## config.mk

```make
export PLATFORM = sky130hd
export DESIGN_NAME = mix_char_flat
export DESIGN_NICKNAME = d
export VERILOG_FILES = /design/src/rtl/mix_char_pkg.sv /design/src/rtl/mix_char_if.sv /design/src/rtl/mix_char_bcd_add3.sv /design/src/rtl/mix_char.sv /design/src/flat_wrapper.sv
export SDC_FILE = /design/constraint.sdc
export NUM_CORES = 1
export LEC_CHECK = 0
export CORE_MARGIN = 2
export CORE_UTILIZATION = 45
export DETAILED_ROUTE_END_ITERATION = 7
export PLACE_DENSITY = 0.7
export SKIP_LAST_GASP = 1
export SYNTH_ARGS = -nofsm -noshare
export SYNTH_HDL_FRONTEND = slang
export SYNTH_SLANG_ARGS = --single-unit
```

## constraint.sdc

```tcl
create_clock -name clk -period 1.7 [get_ports clk]
set_input_delay 0.17 -clock clk [delete_from_list [all_inputs] [get_ports clk]]
set_output_delay 0.17 -clock clk [all_outputs]
set_load 0.03 [all_outputs]
```

## src/rtl/mix_char_pkg.sv

```systemverilog
// rtl/mix_char_pkg.sv - MIX word geometry, CHAR encoding constants and FSM state type
package mix_char_pkg;

  localparam int BYTE_W     = 6;
  localparam int WORD_BYTES = 5;
  localparam int WORD_W     = BYTE_W * WORD_BYTES;
  localparam int DIGITS     = 2 * WORD_BYTES;
  localparam int BCD_W      = 4 * DIGITS;

  localparam logic [BYTE_W-1:0] CHAR_DIGIT0 = 6'd30;

  // One step per input bit; the step counter holds (step number - 1)
  localparam logic [4:0] LAST_STEP = 5'd29;

  typedef enum logic {
    ST_IDLE = 1'b0,
    ST_RUN  = 1'b1
  } state_t;

  // MIX character code for a decimal digit
  function automatic logic [BYTE_W-1:0] char_code(input logic [3:0] digit);
    return CHAR_DIGIT0 + {2'b00, digit};
  endfunction

endpackage

```

## src/rtl/mix_char_if.sv

```systemverilog
// rtl/mix_char_if.sv - request/result bundle between the MIX sequencer and mix_char
interface mix_char_if;
  import mix_char_pkg::*;

  logic              start;
  logic [WORD_W-1:0] in;
  logic [WORD_W-1:0] a_out;
  logic [WORD_W-1:0] x_out;
  logic              busy;
  logic              done;

  modport master (output start, output in, input a_out, input x_out, input busy, input done);
  modport slave  (input start, input in, output a_out, output x_out, output busy, output done);

endinterface

```

## src/rtl/mix_char_bcd_add3.sv

```systemverilog
// rtl/mix_char_bcd_add3.sv - double-dabble nibble correction (add 3 when >= 5)
module mix_char_bcd_add3 (
  input  logic [3:0] i_nib,
  output logic [3:0] o_nib
);

  // A nibble >= 5 would exceed 9 after the next shift, so pre-bias it by 3
  assign o_nib = (i_nib >= 4'd5) ? (i_nib + 4'd3) : i_nib;

endmodule

```

## src/rtl/mix_char.sv

```systemverilog
// rtl/mix_char.sv - 30-bit binary to ten MIX character codes (CHAR datapath)
module mix_char
  import mix_char_pkg::*;
(
  input  logic       clk,
  input  logic       reset,
  mix_char_if.slave  bus
);

  state_t            r_state;
  state_t            w_state_nxt;
  logic [WORD_W-1:0] r_bin;
  logic [BCD_W-1:0]  r_bcd;
  logic [4:0]        r_cnt;
  logic              r_done;
  logic [WORD_W-1:0] r_a;
  logic [WORD_W-1:0] r_x;

  logic [BCD_W-1:0]  w_bcd_adj;
  logic [BCD_W-1:0]  w_bcd_nxt;
  logic [WORD_W-1:0] w_bin_nxt;
  logic              w_last;
  logic [WORD_W-1:0] w_a;
  logic [WORD_W-1:0] w_x;

  for (genvar g = 0; g < DIGITS; g++) begin : g_add3
    mix_char_bcd_add3 u_add3 (
      .i_nib (r_bcd[4*g +: 4]),
      .o_nib (w_bcd_adj[4*g +: 4])
    );
  end

  // The bit shifted out of the top nibble is always 0: 2^30-1 has only ten digits
  assign {w_bcd_nxt, w_bin_nxt} = {w_bcd_adj, r_bin} << 1;
  assign w_last = (r_cnt == LAST_STEP);

  // Encode the post-step BCD value so the result lands on the same edge as done
  always_comb begin
    w_a = '0;
    w_x = '0;
    for (int i = 0; i < WORD_BYTES; i++) begin
      w_x[BYTE_W*i +: BYTE_W] = char_code(w_bcd_nxt[4*i +: 4]);
      w_a[BYTE_W*i +: BYTE_W] = char_code(w_bcd_nxt[4*(i+WORD_BYTES) +: 4]);
    end
  end

  // Next-state: start is only honoured in IDLE, RUN ends after the last step
  always_comb begin
    w_state_nxt = r_state;
    case (r_state)
      ST_IDLE: if (bus.start) w_state_nxt = ST_RUN;
      ST_RUN:  if (w_last)    w_state_nxt = ST_IDLE;
      default: w_state_nxt = ST_IDLE;
    endcase
  end

  // State register
  always_ff @(posedge clk) begin
    if (reset) r_state <= ST_IDLE;
    else       r_state <= w_state_nxt;
  end

  // Shift datapath, step counter and result registers
  always_ff @(posedge clk) begin
    if (reset) begin
      r_bin  <= '0;
      r_bcd  <= '0;
      r_cnt  <= '0;
      r_done <= 1'b0;
      r_a    <= '0;
      r_x    <= '0;
    end else begin
      r_done <= 1'b0;
      if (r_state == ST_IDLE) begin
        if (bus.start) begin
          r_bin <= bus.in;
          r_bcd <= '0;
          r_cnt <= '0;
        end
      end else begin
        r_bin <= w_bin_nxt;
        r_bcd <= w_bcd_nxt;
        r_cnt <= r_cnt + 5'd1;
        if (w_last) begin
          r_done <= 1'b1;
          r_a    <= w_a;
          r_x    <= w_x;
        end
      end
    end
  end

  assign bus.busy  = (r_state == ST_RUN);
  assign bus.done  = r_done;
  assign bus.a_out = r_a;
  assign bus.x_out = r_x;

endmodule

```

## src/flat_wrapper.sv

```systemverilog
// flat-port wrapper written by rule: the top's interface ports become plain ports
module mix_char_flat import mix_char_pkg::*;
  (clk, reset, bus_start, bus_in, bus_a_out, bus_x_out, bus_busy, bus_done);
  mix_char_if bus_i ();
  input  logic clk;
  input  logic reset;
  input wire logic [$bits(bus_i.start)-1:0] bus_start;
  input wire logic [$bits(bus_i.in)-1:0] bus_in;
  output wire logic [$bits(bus_i.a_out)-1:0] bus_a_out;
  output wire logic [$bits(bus_i.x_out)-1:0] bus_x_out;
  output wire logic [$bits(bus_i.busy)-1:0] bus_busy;
  output wire logic [$bits(bus_i.done)-1:0] bus_done;
  assign bus_i.start = bus_start;
  assign bus_i.in = bus_in;
  assign bus_a_out = bus_i.a_out;
  assign bus_x_out = bus_i.x_out;
  assign bus_busy = bus_i.busy;
  assign bus_done = bus_i.done;
  mix_char u_core (.clk(clk), .reset(reset), .bus(bus_i));
endmodule
```

=== Word level (Yosys, flattened, before mapping) ===
Cells that the tools add are included.
W data, S select, Z words.

* Add/subtract/negate cells: 21
* Order comparisons: 10
* Eq/ne operators: 1
* Mux-type cells: 20
* Bitwise gates (word level): 1
* Reductions and logical operators: 4

{| class="wikitable"
|+ Operators with widths
! kind !! count
|-
| $mux W40 || 2
|-
| $add A5 B4 Y6 const A || 10
|-
| $mux W30 || 2
|-
| $ge A4 B3 Y1 const B || 10
|-
| $add A4 B2 Y4 const B || 9
|-
| $mux W4 || 9
|-
| $mux W5 || 2
|-
| $add A5 B1 Y5 const B || 1
|-
| $eq A5 B5 Y1 const B || 1
|-
| $reduce_or A2 Y1 || 2
|-
| $add A3 B2 Y3 const B || 1
|-
| $mux W1 || 3
|-
| $mux W3 || 1
|-
| $pmux W1 S2 || 1
|-
| $reduce_and A2 Y1 || 1
|-
| $reduce_bool A2 Y1 || 1
|-
| $not A1 Y1 || 1
|}

* Register bits after elaboration: 137
* Input port bits: 33
* Output and inout bits: 62
* Word-level logic and storage cells: 65

=== Logic depth before layout (Yosys ltp) ===
Gate-level depths: netlist of run 1.

* Depth after elaboration: 3
* Gate-level depth with buffers: 9
* Depth with buffers taken out: 9

=== Modules after synthesis ===
Synthesis of run 1 repeated with hierarchy kept, for this count alone.

* Cells, all modules: 696
* Area total of the unflattened synthesis: 6508.7 sq um

{| class="wikitable"
|+ Modules (own cells, without submodules)
! module !! times used !! cells an instance !! area each (sq um) !! seq. area each (sq um)
|-
| mix_char || 1 || 536 || 5495.3 || 2742.6
|-
| mix_char_bcd_add3 || 10 || 16 || 101.3 || 0.0
|}

=== Worst setup path before layout of run 1 ===
Ideal clock, no wire load.

* Path kind: register to register
* From: reg u_core.r_bcd[4]
* To: reg u_core.r_x[9], in the netlist u_core.bus.x_out[9]
* Setup time: 74 ps
* Data arrival time: 1797 ps
* Slack: -171 ps
* Stages on the path, launching flop included: 10
* Period minus slack after synthesis: 1871 ps
* Cell sequence: dfxtp_1 inv_1 ha_1 and2b_1 o21ai_0 and2_1 inv_1 ha_1 ha_1 o21ai_0

* Longest elaborated chain between the ends: 3
* Elaborated cells between the ends (all ways): 4
* Classes of those cells: 2 x add/sub; 1 x order compare; 1 x mux

{| class="wikitable"
|+ Ends and longest elaborated chain
! what !! RTL line !! RTL
|-
| from (decl) || mix_char.sv:13 || <nowiki>logic [BCD_W-1:0] r_bcd;</nowiki>
|-
| from (signal assigned) || mix_char.sv:82 || <nowiki>r_bcd <= w_bcd_nxt;</nowiki>
|-
| $add A4 B2 Y4 or $ge A4 B3 Y1 (tied branches) || mix_char_bcd_add3.sv:8 || <nowiki>assign o_nib = (i_nib >= 4'd5) ? (i_nib + 4'd3) : i_nib;</nowiki>
|-
| $mux W4 (*) || mix_char_bcd_add3.sv:8 ||
|-
| $add A5 B4 Y6 (*) || mix_char_pkg.sv:22 || <nowiki>return CHAR_DIGIT0 + {2'b00, digit};</nowiki>
|-
| to (signal assigned) || mix_char.sv:87 || <nowiki>r_x <= w_x;</nowiki>
|-
| to (decl) || mix_char.sv:17 || <nowiki>logic [WORD_W-1:0] r_x;</nowiki>
|}

Mark *: on every way between the ends. The rest lies on a longest branch, timed or not.
A chain may end at the register's enable or synchronous reset.

=== Worst setup path after layout of run 1 ===
* From: reg u_core.r_bcd[37]
* To: reg u_core.r_a[27], in the netlist u_core.bus.a_out[27]

* Longest elaborated chain between the ends: 3
* Elaborated cells between the ends (all ways): 4
* Classes of those cells: 2 x add/sub; 1 x order compare; 1 x mux

{| class="wikitable"
|+ Ends and longest elaborated chain
! what !! RTL line !! RTL
|-
| $ge A4 B3 Y1 or $add A3 B2 Y3 (tied branches) || mix_char_bcd_add3.sv:8 ||
|-
| $mux W3 (*) || mix_char_bcd_add3.sv:8 ||
|-
| $add A5 B4 Y6 (*) || mix_char_pkg.sv:22 ||
|-
| to (signal assigned) || mix_char.sv:86 || <nowiki>r_a <= w_a;</nowiki>
|-
| to (decl) || mix_char.sv:16 || <nowiki>logic [WORD_W-1:0] r_a;</nowiki>
|}

Marked as above.

==> results.py, run 1 <==
metrics = {
    "synthesis": {
        "synth_seq_cells": 137,
        "avgSynthCellArea_um2": 8.30,
        "synth_seq_area_share_pct": 40.6,
        "ys_warn_count": 0,
        "ys.flop_type": "dfxtp_1",
        "syn_nets": 881,
        "synth_cells": 814,
        "syn_area_mm2": 0.00676,
        "ys_async_sr_fraction_pct": 0,
        "synth_edf_count": 0,
        "synthDistinctLibCells": 51,
    },
    "timing": {
        "max_freq_mhz": 568,
        "setup_violations": 8,
        "period_needed_ns": 1.76,
        "fin_ws_ns": -0.0616,
        "relSlewSlack_pct": 53.2,
        "rsz0062_at_grt": "yes",
        "fin_skew_ns": 0.0130,
        "drv_slew": 0,
        "tightest_slew_ns": 0.702,
        "final-hold-violation-count": 0,
        "fin_crit_sh_pct": 104,
    },
    "routing": {
        "drcViolationCount": 0,
        "dr.pass1.iters": 4,
        "ant_nets": 0,
        "viasPerCell": 5.24,
        "vias": 6219,
        "routed_wl_um": 16600,
        "wl_per_cell_um": 14.0,
        "drtIter0Drc": 374,
    },
    "die": {
        "initial_utilization_pct": 46.3,
        "io_pins": 95,
        "die_height_um": 127,
        "die_area_mm2": 0.0160,
        "die_x_um": 127,
        "coreArea_mm2": 0.0146,
        "core.rowCount": 44,
    },
    "global_route": {
        "grt_overflow": 0,
        "grt_pass1_wl_um": 26800,
        "grt_max_degree": 81,
        "grt_use_total_pct": 20.1,
        "grt_pass1_vias": 5814,
        "antenna_found_initial": 0,
    },
    "cts": {
        "cts_buffer_depth": 2,
        "cts_made_buffers": 17,
        "clkLatencyLatePin_ns": 0.42,
        "clkTransAtPathRegs_ns": 0.06,
        "cts-root-buf": "clkbuf_16",
        "clkSinkCount": 137,
        "h-tree-depth": 4,
        "cts_tree": "yes",
    },
    "final_layout": {
        "layout.nets": 1056,
        "drive_gt1_share_pct": 27.4,
        "diodes": 0,
        "final_area_mm2": 0.00972,
        "n_fill_cell": 1131,
        "syn_to_final_growth_pct": 43.8,
        "final_cells": 1186,
    },
    "min_path": {
        "hp-class": "in -> reg",
        "holdPathStages": 3,
    },
    "placement": {
        "placed_area_mm2": 0.00848,
        "place_inst": 1134,
        "dpl.hpwl_um": 10200,
        "gp_congestion": 0.859,
        "place_ws_ns": -0.125,
        "port_buffers": 94,
    },
    "critical_path": {
        "end_kind": "flop",
        "critical_path.startpoint_type": "flop",
        "path_max_fanout": 3,
        "path_class": "reg -> reg",
        "cp.required_ns": 2.00,
        "cp_data_arrival_time_ns": 2.07,
        "worst_r2r_path_depth": 8,
    },
    "power_and_ir_drop": {
        "powerDensity_mw_per_mm2": 791,
        "peakVddDrop_mv": 0.987,
        "p_leak_nw": 3.75,
    },
    "outcome": {
        "outcome": "complete, but fails checks",
        "failed_checks": "negative setup slack",
    },
    "flow_run": {
        "cap_violations": 0,
    },
}
## layout by cell type (no fill, tap or decap), drive strengths merged, types with 14 or more instances in the layout
master         count
nand2b            14
o21ai             81
clkbuf            20
nor3              16
dfxtp            137
ha                34
mux2i             31
a21oi             82
and2              19
buf              109
clkdlybuf4s50     91
nor2              96
inv               51
nand2             62
or3               24
## synthesized netlist by cell type (2+ instances only)
master     number  area [µm²]
buf_6           7        78.8
or3_1          24         150
or3b_2          4        35.0
a21o_1          8        60.1
a32o_1          9        90.1
o221ai_1        3        26.3
clkbuf_1       18        67.6
o21ba_2         6        60.1
nor2b_1         6        37.5
dfxtp_1       137        2740
a2bb2oi_1       8        70.1
buf_1           4        15.0
o21a_1          3        22.5
and2b_1         4        30.0
ha_1           34         425
mux2i_1        31         310
a22o_1          8        70.1
a311oi_1        5        43.8
buf_2          14        70.1
o21ai_0        79         395
xnor2_1         9        78.8
nor3_1         16        80.1
nand3_1         6        30.0
nand2_1        61         229
nor2_1         96         360
o211ai_1       11        82.6
o21ai_1         2        10.0
nand2b_1       14        87.6
inv_1          50         188
o22ai_1         3        18.8
a31oi_1         3        18.8
nor3b_1        10        75.1
a21oi_1        82         410
or2_2           6        37.5
and2_1         17         106
## report_power, final
group / switching (mW) / internal (mW) / total [mW]
Sequential: 0.0330 / 3.25 / 3.29
Clock: 1.37 / 2.61 / 3.97
Combinational: 0.236 / 0.190 / 0.426
## state kept, by name, summed over array words and instances (netlist names)
| register | cells |
|---|---|
| u_core.bus.x_out | 30 |
| u_core.bus.a_out | 30 |
| u_core.r_cnt | 5 |
| u_core.r_bcd | 40 |
| u_core.r_bin | 30 |
| u_core.bus.done | 1 |
| u_core.bus.busy | 1 |
## repair_timing
item / in CTS / in global routing
resized for setup: 44 / 85
pin swaps: 17 / 37
endpoints found under the setup margin: 22 / 42
buffers inserted: 11 / 12
hold buffers: 0 / 0
## worst paths after layout
| kind | start | endpoint | slack, ns |
|---|---|---|---|
| worst max register to register | u_core.r_bcd[37] | u_core.bus.a_out[27] | -0.06 |
| worst max-delay path | u_core.r_bcd[37] | u_core.bus.a_out[27] | -0.06 |
| worst min register to register | u_core.bus.x_out[18] | u_core.bus.x_out[18] | 0.44 |
| worst min-delay path | bus_start | u_core.r_bcd[12] | 0.20 |
## layer usage
layer  up-vias  share of wire [%]  routed length, µm  track usage (%)
li1       3175                  -                  -                -
met1      2924                 45               7440             24.5
met2       108                 50               8280             34.4
met3        12                4.1                673             5.74
met4         0               0.98                162             6.33
met5         -                  0                  0                0
## cell families (layout without fill, tap and decap cells)
| family | count (synthesis) | in the layout | share of synthesized area (%) |
|---|---|---|---|
| flip-flops | 137 | 137 | 40.6 |
| adder cells (fa/ha/maj) | 34 | 34 | 6.29 |
| multiplexers | 31 | 31 | 4.59 |
| buffers and inverters | 96 | 284 | 6.42 |
| XOR/XNOR | 9 | 9 | 1.17 |
| AND/OR/NAND/NOR | 272 | 272 | 19.7 |
| AO/OA/AOI/OAI | 235 | 235 | 21.2 |
## critical path, cell delays in order, from the launching register on
cell and delay, ns:
dfxtp_2 0.34, inv_4 0.05, ha_4 0.15, or3b_4 0.37
o211ai_1 0.12, nand2_1 0.11, ha_2 0.21, ha_4 0.25
o21ai_1 0.05
## cell type report
cell class	instances	area, µm²	area share, %
clock buffer	20	478	4.92
clock inverter	12	169	1.74
timing repair buffer	200	1810	18.6
sequential	137	2770	28.5
multi-input combinational	581	4050	41.7
tap	184	230	2.37
inverter	52	205	2.11
## stage by stage
step | power, mW | hold slack [ns] | setup TNS, ns | util, %
after floorplan | 3.63 | 0.365 | -0.0434 | -
after global placement | 3.77 | 0.429 | -0.213 | 58.1
after CTS | 7.75 | 0.200 | -0.177 | 64.3
after global routing | 7.97 | 0.211 | -1.12 | 66.6
final | 7.69 | 0.202 | -0.243 | 66.6
after detailed placement | 3.78 | 0.437 | -0.631 | 58.1
No activity file was read; power rests on OpenSTA's default activity.
==> run 2: changes to the inputs <==
Settings changed: SETUP_SLACK_MARGIN set to 0.05.
==> results.py, run 2 (same netlist as run 1, synthesis figures left out) <==
metrics = {
    "final_layout": {
        "final_common_cell": "dfxtp_1",
        "layout.nets": 1047,
        "final_util_pct": 70.1,
        "drive_gt1_share_pct": 29.6,
        "top_register": "u_core.r_bcd",
        "final_cell_mix": "dfxtp_1 (117), nor2_1 (96), buf_4 (88)",
        "syn_to_final_growth_pct": 51.4,
        "regArea_mm2": 0.00279,
        "diodes": 0,
        "final_area_mm2": 0.0102,
        "n_fill_cell": 1121,
        "largest_register_ffs": 40,
        "multiInputGateArea_mm2": 0.00442,
        "final_cells": 1177,
    },
    "cts": {
        "h-tree-depth": 4,
        "clkTransAtPathRegs_ns": 0.06,
        "cts_made_buffers": 17,
        "cts-root-buf": "clkbuf_16",
        "clkSinkCount": 137,
        "hold_buffers": 0,
        "cts_buffer_depth": 2,
        "clkLatencyLatePin_ns": 0.43,
        "cts_tree": "yes",
    },
    "global_route": {
        "grt_pass1_wl_um": 28200,
        "grt_max_degree": 82,
        "grt_use_total_pct": 21.5,
        "grt_overflow": 0,
        "grt_pass1_vias": 6034,
        "antenna_found_initial": 0,
    },
    "placement": {
        "placed_area_mm2": 0.00850,
        "place_inst": 1125,
        "dpl.hpwl_um": 10500,
        "gp_congestion": 0.863,
        "place_ws_ns": -0.0779,
        "port_buffers": 94,
    },
    "timing": {
        "drv_slew": 0,
        "fin_ws_ns": -0.138,
        "setup_violations": 7,
        "rsz0062_at_grt": "yes",
        "final-hold-violation-count": 0,
        "tightest_slew_ns": 0.514,
        "fin_skew_ns": 0.00793,
        "relSlewSlack_pct": 65.8,
        "max_freq_mhz": 544,
        "period_needed_ns": 1.84,
        "fin_crit_sh_pct": 108,
    },
    "critical_path": {
        "path_class": "reg -> reg",
        "worstReg2RegStart": "u_core.r_bcd[37]",
        "path_max_fanout": 3,
        "worst_r2r_path_depth": 8,
        "critical_path.startpoint_type": "flop",
        "critPathLaunch": "u_core.r_bcd[37]",
        "cp.required_ns": 2.02,
        "path_cells": "inv_4, ha_4, or3b_4, o211ai_1, nand2_1, ha_2, ha_4, o21ai_1",
        "crit_top_cell": "ha_4",
        "end_kind": "flop",
        "cp_data_arrival_time_ns": 2.16,
        "crit_path_top_delay_cell": "or3b_4",
        "critPathMaxStageDelay_ns": 0.38,
    },
    "min_path": {
        "hp-class": "in -> reg",
        "min_from": "reset",
        "holdPathStages": 3,
    },
    "routing": {
        "routed_wl_um": 18100,
        "wl_met2_um": 9180,
        "met1_length_um": 7930,
        "wl_per_cell_um": 15.4,
        "drcViolationCount": 0,
        "top_layer": "met4",
        "dr.pass1.iters": 4,
        "vias": 6373,
        "drtIter0Drc": 349,
        "viasPerCell": 5.41,
        "ant_nets": 0,
        "route.met3.wl_um": 775,
    },
    "power_and_ir_drop": {
        "powerDensity_mw_per_mm2": 795,
        "p_leak_nw": 4.54,
        "peakVddDrop_mv": 0.856,
        "power_mw": 8.14,
    },
    "outcome": {
        "failed_checks": "negative setup slack",
        "outcome": "complete, but fails checks",
    },
    "die": {
        "coreArea_mm2": 0.0146,
        "initial_utilization_pct": 46.3,
        "die_x_um": 127,
        "die_area_mm2": 0.0160,
        "io_pins": 95,
        "die_height_um": 127,
        "core.rowCount": 44,
    },
    "flow_run": {
        "cap_violations": 0,
    },
}
==> run 2: cell count changes in the layout (fill, tap and decap cells not counted), sizes merged <==
cell	previous run	this run
buf	109	100
bufinv	4	6
dlymetal6s2s	0	35
clkbuf	20	22
clkinv	7	3
clkdlybuf4s50	91	51
dlygate4sd2	0	5
==> run 2: cell type report <==
type	count	area share [%]
Sequential cell	137	27.3
Clock inverter	10	2.04
Multi-Input combinational cell	581	43.2
Timing Repair Buffer	191	18.0
Inverter	52	2.27
Clock buffer	22	4.94
Tap cell	184	2.25
==> run 2: worst max-delay path, delay by kind of cell, from the launching register on <==
kind                       cells  cell delay (ns)
buffers and inverters          1             0.06
AOI/OAI and AO/OA              2             0.18
DFF                            1             0.35
adders and majority gates      3             0.64
and+or+nand+nor                2             0.50
==> run 2: power by group <==
| group | switching [mW] | internal [mW] | leakage (nW) | total (mW) |
|---|---|---|---|---|
| sequential | 0.0291 | 3.25 | 1.12 | 3.28 |
| clock | 1.43 | 2.99 | 0.344 | 4.43 |
| combinational | 0.244 | 0.193 | 3.08 | 0.438 |
==> run 2: path summary, 6_finish.rpt <==
path                           to  slack, ns
min              u_core.r_bcd[38]       0.31
max reg2reg  u_core.bus.a_out[27]      -0.14
max          u_core.bus.a_out[27]      -0.14
min reg2reg  u_core.bus.a_out[12]       0.44
==> run 2: per-stage QoR <==
| step | hold WS (ns) | TNS [ns] |
|---|---|---|
| 2_1_floorplan | 0.365 | -0.0220 |
| 3_3_place_gp | 0.429 | -0.0594 |
| 3_5_place_dp | 0.434 | -0.297 |
| 4_1_cts | 0.291 | -0.192 |
| 5_1_grt | 0.326 | -1.24 |
| 6_report | 0.307 | -0.420 |
==> run 2: metal layers <==
layer,track usage (%),up-vias
li1,-,3161
met1,25.7,3052
met2,36.7,134
met3,6.96,26
met4,6.85,0
met5,0,-
==> run 2: what timing repair did <==
item / in CTS / in global routing
setup buffers: 13 / 13
gates resized for setup: 68 / 155
pin swaps: 26 / 50
setup endpoints to repair: 31 / 79
